==> config.mk <==
export PLATFORM = sky130hd
export DESIGN_NAME = key_pad_flat
export DESIGN_NICKNAME = d
export VERILOG_FILES = /design/src/rtl/key_pad_pkg.sv /design/src/rtl/key_pad_if.sv /design/src/rtl/key_debounce.sv /design/src/rtl/key_pad.sv /design/src/flat_wrapper.sv
export SDC_FILE = /design/constraint.sdc
export NUM_CORES = 1
export LEC_CHECK = 0
export ABC_CLOCK_PERIOD_IN_PS = 1700
export CAP_MARGIN = 20
export CORE_MARGIN = 10
export CORE_UTILIZATION = 35
export CTS_CLUSTER_DIAMETER = 150
export DETAILED_ROUTE_END_ITERATION = 8
export PLACE_DENSITY_LB_ADDON = 0.3
export RECOVER_POWER = 100
export SYNTH_ARGS = -nofsm -noshare
export SYNTH_HDL_FRONTEND = slang
export SYNTH_HIERARCHICAL = 1
export SYNTH_SLANG_ARGS = --single-unit
export TNS_END_PERCENT = 10
==> constraint.sdc <==
create_clock -name clk -period 1.7 [get_ports clk]
set_input_delay 0.34 -clock clk [delete_from_list [all_inputs] [get_ports clk]]
set_output_delay 0.34 -clock clk [all_outputs]
set_load 0.05 [all_outputs]
==> src/rtl/key_pad_pkg.sv <==
// key_pad_pkg: shared constants for the key peripheral.
//   - register word offsets (bus byte address bits [3:2])
//   - default debounce length for a real system clock
package key_pad_pkg;

  localparam logic [1:0] KP_STATE   = 2'd0;
  localparam logic [1:0] KP_PEND    = 2'd1;
  localparam logic [1:0] KP_MASK    = 2'd2;
  localparam logic [1:0] KP_RELPEND = 2'd3;

  localparam int unsigned KP_DEBOUNCE_CYCLES_DEF = 20000;

endpackage

==> src/rtl/key_pad_if.sv <==
// key_pad_if: device-bus connection of the key peripheral.
//   addr  word select           (master -> slave)
//   we    one-cycle write strobe (master -> slave)
//   wd    write data             (master -> slave)
//   RD    registered read data   (slave -> master)
//   irq   level interrupt        (slave -> master)
interface key_pad_if;

  logic [1:0]  addr;
  logic        we;
  logic [31:0] wd;
  logic [31:0] RD;
  logic        irq;

  modport master (output addr, output we, output wd, input RD, input irq);
  modport slave  (input addr, input we, input wd, output RD, output irq);

endinterface

==> src/rtl/key_debounce.sv <==
// key_debounce: one key channel.
//   clk, reset_n   system clock, async active-low reset
//   raw_n          raw pin, active-low, asynchronous to clk
//   stable         debounced state, 1 = pressed
//   rise / fall    one-cycle pulses on the same edge stable goes 0->1 / 1->0
// The synchroniser runs on the raw (active-low) polarity so its reset value
// of all ones means "released"; the inversion happens after the last stage.
module key_debounce #(
  parameter int unsigned SYNC_STAGES     = 2,
  parameter int unsigned DEBOUNCE_CYCLES = 20000
) (
  input  logic clk,
  input  logic reset_n,
  input  logic raw_n,
  output logic stable,
  output logic rise,
  output logic fall
);

  localparam int unsigned CNT_W = $clog2(DEBOUNCE_CYCLES + 1);
  localparam logic [CNT_W-1:0] CNT_LAST = CNT_W'(DEBOUNCE_CYCLES - 1);

  logic [SYNC_STAGES-1:0] sync_q;
  logic [CNT_W-1:0]       cnt_q, cnt_d;
  logic                   stable_q, stable_d;
  logic                   rise_q, rise_d;
  logic                   fall_q, fall_d;
  logic                   sync_pressed;

  assign sync_pressed = ~sync_q[SYNC_STAGES-1];

  always_ff @(posedge clk or negedge reset_n) begin
    if (!reset_n) begin
      sync_q   <= '1;
      cnt_q    <= '0;
      stable_q <= 1'b0;
      rise_q   <= 1'b0;
      fall_q   <= 1'b0;
    end else begin
      sync_q   <= {sync_q[SYNC_STAGES-2:0], raw_n};
      cnt_q    <= cnt_d;
      stable_q <= stable_d;
      rise_q   <= rise_d;
      fall_q   <= fall_d;
    end
  end

  // Any sample that agrees with the stable state restarts the count, so
  // only DEBOUNCE_CYCLES consecutive disagreeing samples flip the state.
  always_comb begin
    cnt_d    = '0;
    stable_d = stable_q;
    rise_d   = 1'b0;
    fall_d   = 1'b0;
    if (sync_pressed != stable_q) begin
      if (cnt_q == CNT_LAST) begin
        stable_d = sync_pressed;
        rise_d   = sync_pressed;
        fall_d   = ~sync_pressed;
      end else begin
        cnt_d = cnt_q + 1'b1;
      end
    end
  end

  assign stable = stable_q;
  assign rise   = rise_q;
  assign fall   = fall_q;

endmodule

==> src/rtl/key_pad.sv <==
// key_pad: memory-mapped key peripheral.
//   clk        system clock
//   reset_n    async active-low reset
//   user_key   raw key pins, active-low, asynchronous
//   bus        key_pad_if.slave (addr, we, wd, RD, irq)
// Registers: 0 STATE (ro), 1 PEND (W1C), 2 MASK (rw), 3 RELPEND.
// Optional build macro KEY_PAD_RELEASE_EVT_EN adds release events in RELPEND
// and release enables in MASK[N_KEYS+15:16]; it needs N_KEYS <= 16.
// Without it addr 3 reads 0 and the upper MASK bits read 0.
module key_pad
  import key_pad_pkg::*;
#(
  parameter int unsigned N_KEYS          = 8,
  parameter int unsigned DEBOUNCE_CYCLES = KP_DEBOUNCE_CYCLES_DEF,
  parameter int unsigned SYNC_STAGES     = 2
) (
  input  logic              clk,
  input  logic              reset_n,
  input  logic [N_KEYS-1:0] user_key,
  key_pad_if.slave          bus
);

  logic [N_KEYS-1:0] stable_w, rise_w, fall_w;
  logic [N_KEYS-1:0] pend_q, pend_d;
  logic [N_KEYS-1:0] mask_lo_q, mask_lo_d;
  logic [31:0]       rd_q, rd_d;
  logic              irq_q, irq_d;
  logic              wr_pend, wr_mask;

  for (genvar i = 0; i < N_KEYS; i++) begin : g_key
    key_debounce #(
      .SYNC_STAGES     (SYNC_STAGES),
      .DEBOUNCE_CYCLES (DEBOUNCE_CYCLES)
    ) u_deb (
      .clk     (clk),
      .reset_n (reset_n),
      .raw_n   (user_key[i]),
      .stable  (stable_w[i]),
      .rise    (rise_w[i]),
      .fall    (fall_w[i])
    );
  end

  assign wr_pend = bus.we && (bus.addr == KP_PEND);
  assign wr_mask = bus.we && (bus.addr == KP_MASK);

  // Clear first, then OR in new events: a same-cycle event beats the W1C.
  always_comb begin
    pend_d = pend_q;
    if (wr_pend) pend_d = pend_d & ~bus.wd[N_KEYS-1:0];
    pend_d = pend_d | rise_w;
  end

  always_comb begin
    mask_lo_d = mask_lo_q;
    if (wr_mask) mask_lo_d = bus.wd[N_KEYS-1:0];
  end

`ifdef KEY_PAD_RELEASE_EVT_EN
  logic [N_KEYS-1:0] relpend_q, relpend_d;
  logic [N_KEYS-1:0] mask_hi_q, mask_hi_d;
  logic              wr_relpend;

  assign wr_relpend = bus.we && (bus.addr == KP_RELPEND);

  always_comb begin
    relpend_d = relpend_q;
    if (wr_relpend) relpend_d = relpend_d & ~bus.wd[N_KEYS-1:0];
    relpend_d = relpend_d | fall_w;
  end

  always_comb begin
    mask_hi_d = mask_hi_q;
    if (wr_mask) mask_hi_d = bus.wd[16 +: N_KEYS];
  end

  always_ff @(posedge clk or negedge reset_n) begin
    if (!reset_n) begin
      relpend_q <= '0;
      mask_hi_q <= '0;
    end else begin
      relpend_q <= relpend_d;
      mask_hi_q <= mask_hi_d;
    end
  end

  assign irq_d = (|(pend_q & mask_lo_q)) | (|(relpend_q & mask_hi_q));
`else
  assign irq_d = |(pend_q & mask_lo_q);
`endif

  always_comb begin
    rd_d = '0;
    case (bus.addr)
      KP_STATE: rd_d[N_KEYS-1:0] = stable_w;
      KP_PEND:  rd_d[N_KEYS-1:0] = pend_q;
      KP_MASK: begin
        rd_d[N_KEYS-1:0] = mask_lo_q;
`ifdef KEY_PAD_RELEASE_EVT_EN
        rd_d[16 +: N_KEYS] = mask_hi_q;
`endif
      end
`ifdef KEY_PAD_RELEASE_EVT_EN
      KP_RELPEND: rd_d[N_KEYS-1:0] = relpend_q;
`endif
      default: rd_d = '0;
    endcase
  end

  always_ff @(posedge clk or negedge reset_n) begin
    if (!reset_n) begin
      pend_q    <= '0;
      mask_lo_q <= '0;
      rd_q      <= '0;
      irq_q     <= 1'b0;
    end else begin
      pend_q    <= pend_d;
      mask_lo_q <= mask_lo_d;
      rd_q      <= rd_d;
      irq_q     <= irq_d;
    end
  end

  assign bus.RD  = rd_q;
  assign bus.irq = irq_q;

  // Write-data bits beyond the implemented registers, and release pulses
  // when release events are not built in, are intentionally dropped.
  logic unused_sig;
`ifdef KEY_PAD_RELEASE_EVT_EN
  assign unused_sig = ^bus.wd;
`else
  assign unused_sig = ^{bus.wd, fall_w};
`endif

endmodule

==> src/flat_wrapper.sv <==
// flat-port wrapper written by rule: the top's interface ports become plain ports
module key_pad_flat import key_pad_pkg::*;
#(
  parameter int unsigned N_KEYS          = 8,
  parameter int unsigned DEBOUNCE_CYCLES = KP_DEBOUNCE_CYCLES_DEF,
  parameter int unsigned SYNC_STAGES     = 2
)
  (clk, reset_n, user_key, bus_addr, bus_we, bus_wd, bus_RD, bus_irq);
  key_pad_if bus_i ();
  input  logic clk;
  input  logic reset_n;
  input  logic [N_KEYS-1:0] user_key;
  input wire logic [$bits(bus_i.addr)-1:0] bus_addr;
  input wire logic [$bits(bus_i.we)-1:0] bus_we;
  input wire logic [$bits(bus_i.wd)-1:0] bus_wd;
  output wire logic [$bits(bus_i.RD)-1:0] bus_RD;
  output wire logic [$bits(bus_i.irq)-1:0] bus_irq;
  assign bus_i.addr = bus_addr;
  assign bus_i.we = bus_we;
  assign bus_i.wd = bus_wd;
  assign bus_RD = bus_i.RD;
  assign bus_irq = bus_i.irq;
  key_pad #(.N_KEYS(N_KEYS), .DEBOUNCE_CYCLES(DEBOUNCE_CYCLES), .SYNC_STAGES(SYNC_STAGES)) u_core (.clk(clk), .reset_n(reset_n), .user_key(user_key), .bus(bus_i));
endmodule
Yosys cells after proc, flatten, opt, wreduce, memory -nomap -nowiden
Index checks and enable logic that the tools add are counted.
W data, S select, Z words.

operators by class
  $add $sub $neg = 8
  multipliers = 0
  div/mod/pow operators = 0
  $lt $le $gt $ge = 0
  eq/ne operators = 18
  shifts and indexed selects = 0
  muxes and demuxes = 34
  bitwise logic cells = 12
  reductions and logical operators = 12

operators by type and width
  kind                     number
  $mux W15                 16
  $add A15 B1 Y15 const B  8
  $eq A15 B15 Y1 const B   8
  $pmux W8 S3              1
  $and A8 B8 Y8            2
  $mux W1                  16
  $reduce_and A2 Y1        8
  $mux W8                  1
  $ne A1 B1 Y1             8
  $not A1 Y1               8
  $not A8 Y8               1
  $or A8 B8 Y8             1
  $reduce_or A8 Y1         1
  $eq A2 B1 Y1 const B     1
  $eq A2 B2 Y1 const B     1
  $logic_and A1 B1 Y1      2
  $logic_not A2 Y1         1

storage, ports and cells
  flip-flop bits (word level) = 177
  bits in latches = 0
  RAM bits = 0
  ROM bits = 0
  input bits = 45
  output and inout port bits = 33
  memories kept = 0

Depth between registers and ports, before layout
  word-level depth = 4
  gate-level depth with buffers = 7

Hierarchy
Netlist, hierarchy kept.

modules (own cells, without submodules)
  module                                    instances  cells each  area an instance (µm²)
  key_debounce (u_core.g_key[0].u_deb ...)  7          84          968.4
  key_pad                                   1          110         1263.7
  key_debounce (u_core.g_key[3].u_deb)      1          86          942.2

Worst setup path after synthesis
OpenSTA, ideal clock, no wires.

  path kind = register to register
  start = register u_core.g_key[3].u_deb.cnt_q[0]
  end = register u_core.g_key[3].u_deb.cnt_q[11]
  library setup time = 119 ps
  data arrival time = 1415 ps
  slack = 166 ps
  cell stages (with the launch flop) = 8
  path buffers = 2
  clock period less this slack = 1534 ps
  cell sequence = dfrtp_1 -> ha_1 -> buf_2 -> nor4b_2 -> nand4_2 -> nand2b_2 -> buf_6 -> nor2_1

on the way
  word-level cells in the longest chain between the ends = 3
  elaborated cells on any way between the ends = 4
  classes of those cells = add/sub (1); eq/ne (1); mux (2)

ends and longest elaborated chain
  what                                               line                                    source
  start, declared                                    key_debounce.sv:24                      logic [CNT_W-1:0] cnt_q, cnt_d;
  start signal, assigned                             key_debounce.sv:41                      cnt_q <= cnt_d;
  $add A15 B1 Y15 or $eq A15 B15 Y1 (tied branches)  key_debounce.sv:61, key_debounce.sv:56
  $mux W15 *                                         key_debounce.sv:56                      if (cnt_q == CNT_LAST) begin
  $mux W15 *                                         key_debounce.sv:55                      if (sync_pressed != stable_q) begin
  named net u_core.g_key[3].u_deb.cnt_d[11]          key_debounce.sv:24

The timed path passes the listed nets; every way through them passes the cells marked *.
A chain may end at the register's enable or synchronous reset.

Worst setup path in the final report
  start = register u_core.g_key[6].u_deb.cnt_q[0]
  end = register u_core.g_key[6].u_deb.cnt_q[2]

on the way
  word-level cells in the longest chain between the ends = 3
  elaborated cells on any way between the ends = 4
  classes of those cells = add/sub (1); eq/ne (1); mux (2)

ends and longest elaborated chain
  what                                               line
  start, declared                                    key_debounce.sv:24
  start signal, assigned                             key_debounce.sv:41
  $add A15 B1 Y15 or $eq A15 B15 Y1 (tied branches)  key_debounce.sv:61, key_debounce.sv:56
  $mux W15 *                                         key_debounce.sv:56
  $mux W15 *                                         key_debounce.sv:55
  named net u_core.g_key[6].u_deb.cnt_d[2]           key_debounce.sv:24

Marks and branches as above.

==> qor_table.md <==
| Stage | Metric | This run |
|---|---|---|
| cells and area | Fill cells | 2384 |
| grt | Aggregate global routing overflow | 0 |
| cells and area | Most frequent cells in the layout | sky130_fd_sc_hd__dfrtp_1, sky130_fd_sc_hd__nor2_1, sky130_fd_sc_hd__xor2_1, sky130_fd_sc_hd__xnor2_1, sky130_fd_sc_hd__nand2_1 |
| sta | Final period utilization | 91.9% |
| worst setup path | Endpoint required time on the critical path | 2.01 ns |
| drt | Number of violations reported at the end of detailed-routing iteration 0 | 289 |
| job | Number of max-capacitance violations reported | 0 |
| pwr | Internal power summed over all cells | 7020 uW |
| drt | Via count | 5312 |
| logic synthesis | Average footprint of a synthesized cell | 11.5 sq um |
| sta | Worst Setup Slack, final | 0.138 ns |
| pwr | Power share of the sequential group | 48.5% |
| worst setup path | Crit-path cells | ha_1 > and4_1 > nand4_4 > nand2b_4 > nor2_1 |
| placed design | Detail Placement HPWL | 10900 um |
| cells and area | Post-layout util | 40.0% |
| worst setup path | Slowest cell on the critical path | sky130_fd_sc_hd__dfrtp_1 |
| pwr | Cell area power density | 947 mW/mm^2 |
| drt | Total wire length after detailed routing | 15700 um |
| worst setup path | Nature of the critical path endpoint | flip-flop |
| grt | Via count of the first global-routing pass | 5370 |
| pwr | Maximum ir drop on the vdd rail | 0.546 mV |
| min path | Worst Min Path Start | u_core/g_key[5].u_deb/sync_q[0] |
| sta | Achievable clock frequency | 640 MHz |
| worst setup path | CP Data Arrival Time | 1.88 ns |
| clock network | TritonCTS clock tree | yes |
| pwr | Power spent charging and discharging nets | 2210 uW |
| pwr | Total power after layout | 9230 uW |
| sta | Clock Skew | 0.0124 ns |
| drt | DRT antenna net count | 0 |
| sta | Final Critical Period | 1.56 ns |
| die | Number of core rows | 57 |
| cells and area | Number of standard cells in the layout, taps in and fillers out | 1129 |
| grt | Antenna violations before repair | 0 |
| cells and area | Layout cell share with drive strength beyond 1 | 19.3% |
| pwr | Leak Pwr | 0.00435 uW |
| die | Width of the die | 178 um |
| placed design | Quantity of I/O buffers inserted on ports | 29 |
| cells and area | Register Area | 0.00445 sq mm |
| cells and area | Post-synthesis to final-layout area growth | 11.7% |
| worst setup path | Slowest stage delay, CP | 0.39 ns |
| die | Core Footprint | 0.0244 sq mm |
| cells and area | Commonest non-fill, non-tap cell in the layout | sky130_fd_sc_hd__dfrtp_1 |
| sta | Slew @ Worst Pin | 0.696 ns |
| sta | Relative max-transition margin | 53.6% |
| worst setup path | Reg2reg setup slack | 0.14 ns |
| worst setup path | Buffers and inverters on the worst path | 0 |
| placed design | Worst setup timing slack at the placement stage | 0.0811 ns |
| worst setup path | Crit Path Category | flip-flop to flip-flop |
| clock network | Skew-Pair Late Insertion Delay | 0.43 ns |
| placed design | Final weighted congestion in routability-driven placement | 0.741 |
| worst setup path | Top delay family on crit path | simple AND/OR/NAND/NOR gates |
| logic synthesis | Cell count after synthesis | 760 |
| die | Top-level port count | 78 |
| die | Die height | 178 um |
| pwr | Proportion of power drawn by combinational gates | 6.9% |
| pwr | Clock group share of total power | 44.6% |
| logic synthesis | Number of warning messages in the yosys log | 6 |
| clock network | Deepest clock path buffer count | 2 |
| grt | Global-route wire length before repair | 27300 um |
| sta | Unrepaired setup endpoints after global routing | false |
| placed design | Total placed cells including tap cells | 1096 |
| die | Initial standard-cell utilization of the core | 35.8% |
| cells and area | Total inserted antenna cells | 0 |
| grt | GRT Resource Usage Total | 10.6% |
| drt | Via/cell ratio | 4.71 |
| clock network | Number of buffers created by CTS | 17 |
| worst setup path | Cell depth of the worst flop-to-flop path | 5 |
| sta | Total setup violations reported at the end of the flow | 0 |
| pwr | Switching part of the total | 24.0% |
| cells and area | Multi-input combinational cell area | 0.00388 sq mm |
| min path | Class of the tightest hold or removal check | flip-flop to flip-flop |
| worst setup path | Reg-to-reg critical path endpoint | u_core/g_key[6].u_deb/cnt_q[2] |
| clock network | Worst-path clk slew | 0.07 ns |
| clock network | Setup bufs post-CTS | 0 |
| grt | Largest net degree at the start of global routing | 49 |
| cells and area | Final net count | 845 |
| sta | Summed negative setup slack over all endpoints | 0 ns |
| min path | Terminating pin of the worst hold path | u_core/g_key[5].u_deb/sync_q[1] |
| sta | Final max-slew violation count | 0 |
| die | Area enclosed by the die boundary | 0.0316 sq mm |
| worst setup path | Critical Path Source Type | flip-flop |
| drt | Length of the first detailed-routing pass in iterations | 4 |
| sta | Fin. Hold Viols | 0 |
| status | Status | finished, final reports clean |
| logic synthesis | Post-Syn Area | 0.00872 sq mm |
| clock network | Buffer cell driving the clock tree root | sky130_fd_sc_hd__clkbuf_16 |
| worst setup path | Startpoint of the lowest-slack register-to-register path | u_core/g_key[6].u_deb/cnt_q[0] |
| drt | Number of design rule violations left after detail routing | 0 |
| worst setup path | Largest driver fanout on the critical path | 14 |
| clock network | Deepest level of the CTS H-tree | 4 |
| drt | Detail-routed net length per standard cell | 13.9 um |
| min path | Hold Path Cell Cnt | 0 |
| clock network | Sink count of the clock tree | 177 |
power by group through the flow:
stage / Sequential (uW) / Combinational (uW) / Clock (uW)
floorplan: 4610 / 400 / 0
global placement: 4550 / 690 / 0
detailed placement: 4560 / 694 / 0
global route: 4490 / 711 / 4450
finish: 4480 / 639 / 4110
CTS: 4480 / 698 / 4260
routing by layer:
metal	up-vias	share of wire, %	track usage (%)
met4	0	1.3	3.86
met2	52	46	16.1
met5	-	0	0
li1	2636	-	-
met3	11	2.8	2.63
met1	2613	50	14.4
sequential cells by signal, summed over array words and instances, names as in the netlist:
register                   count
u_core/g_key.u_deb/rise        8
u_core/pend_q                  8
u_core/bus.RD                  8
u_core/g_key.u_deb/stable      8
u_core/bus.irq                 1
u_core/mask_lo_q               8
u_core/g_key.u_deb/cnt_q     120
u_core/g_key.u_deb/sync_q     16
worst register-to-register path: stages, from the launching register on:
cell and delay [ns]:
sky130_fd_sc_hd__dfrtp_1 0.39, sky130_fd_sc_hd__ha_1 0.22, sky130_fd_sc_hd__and4_1 0.39, sky130_fd_sc_hd__nand4_4 0.18, sky130_fd_sc_hd__nand2b_4 0.20, sky130_fd_sc_hd__nor2_1 0.08
stage by stage:
step,cell area (sq um),hold WS [ns]
4_1_cts,9850,0.286
3_3_place_gp,9230,0.343
6_report,9740,0.356
5_1_grt,9740,0.365
3_5_place_dp,9230,0.341
2_1_floorplan,8810,0.0444
layout make-up:
| class | instances | share of cell area, % |
|---|---|---|
| flip-flops and latches | 177 | 45.7 |
| multi-input cells | 537 | 39.8 |
| clock buffers | 19 | 4.44 |
| well taps | 324 | 4.16 |
| repair buffers | 42 | 3.40 |
| clock inverters | 13 | 1.87 |
| inverters | 17 | 0.655 |
how the worst max path moves through the flow:
stage / end / from / slack, ns / depth (start not counted)
after floorplan: u_core/g_key[3].u_deb/cnt_q[11] / u_core/g_key[3].u_deb/cnt_q[0] / 0.19 / 7
after global placement: u_core/bus.RD[3] / bus_addr[0] / 0.06 / 4
after detailed placement: u_core/bus.RD[3] / bus_addr[0] / 0.08 / 4
after CTS: u_core/g_key[2].u_deb/cnt_q[14] / u_core/g_key[2].u_deb/cnt_q[0] / 0.07 / 5
after global routing: u_core/g_key[6].u_deb/sync_q[0] / reset_n / 0.009 / 3
final: u_core/g_key[6].u_deb/cnt_q[2] / u_core/g_key[6].u_deb/cnt_q[0] / 0.14 / 5
repair_timing:
item / 4_1_cts / 5_1_grt
setup endpoints to repair: 0 / 20
endpoints found under the hold margin: 33 / 0
hold buffers: 1 / 0
resized for setup: 0 / 4
(Power assumes the default switching activity.)
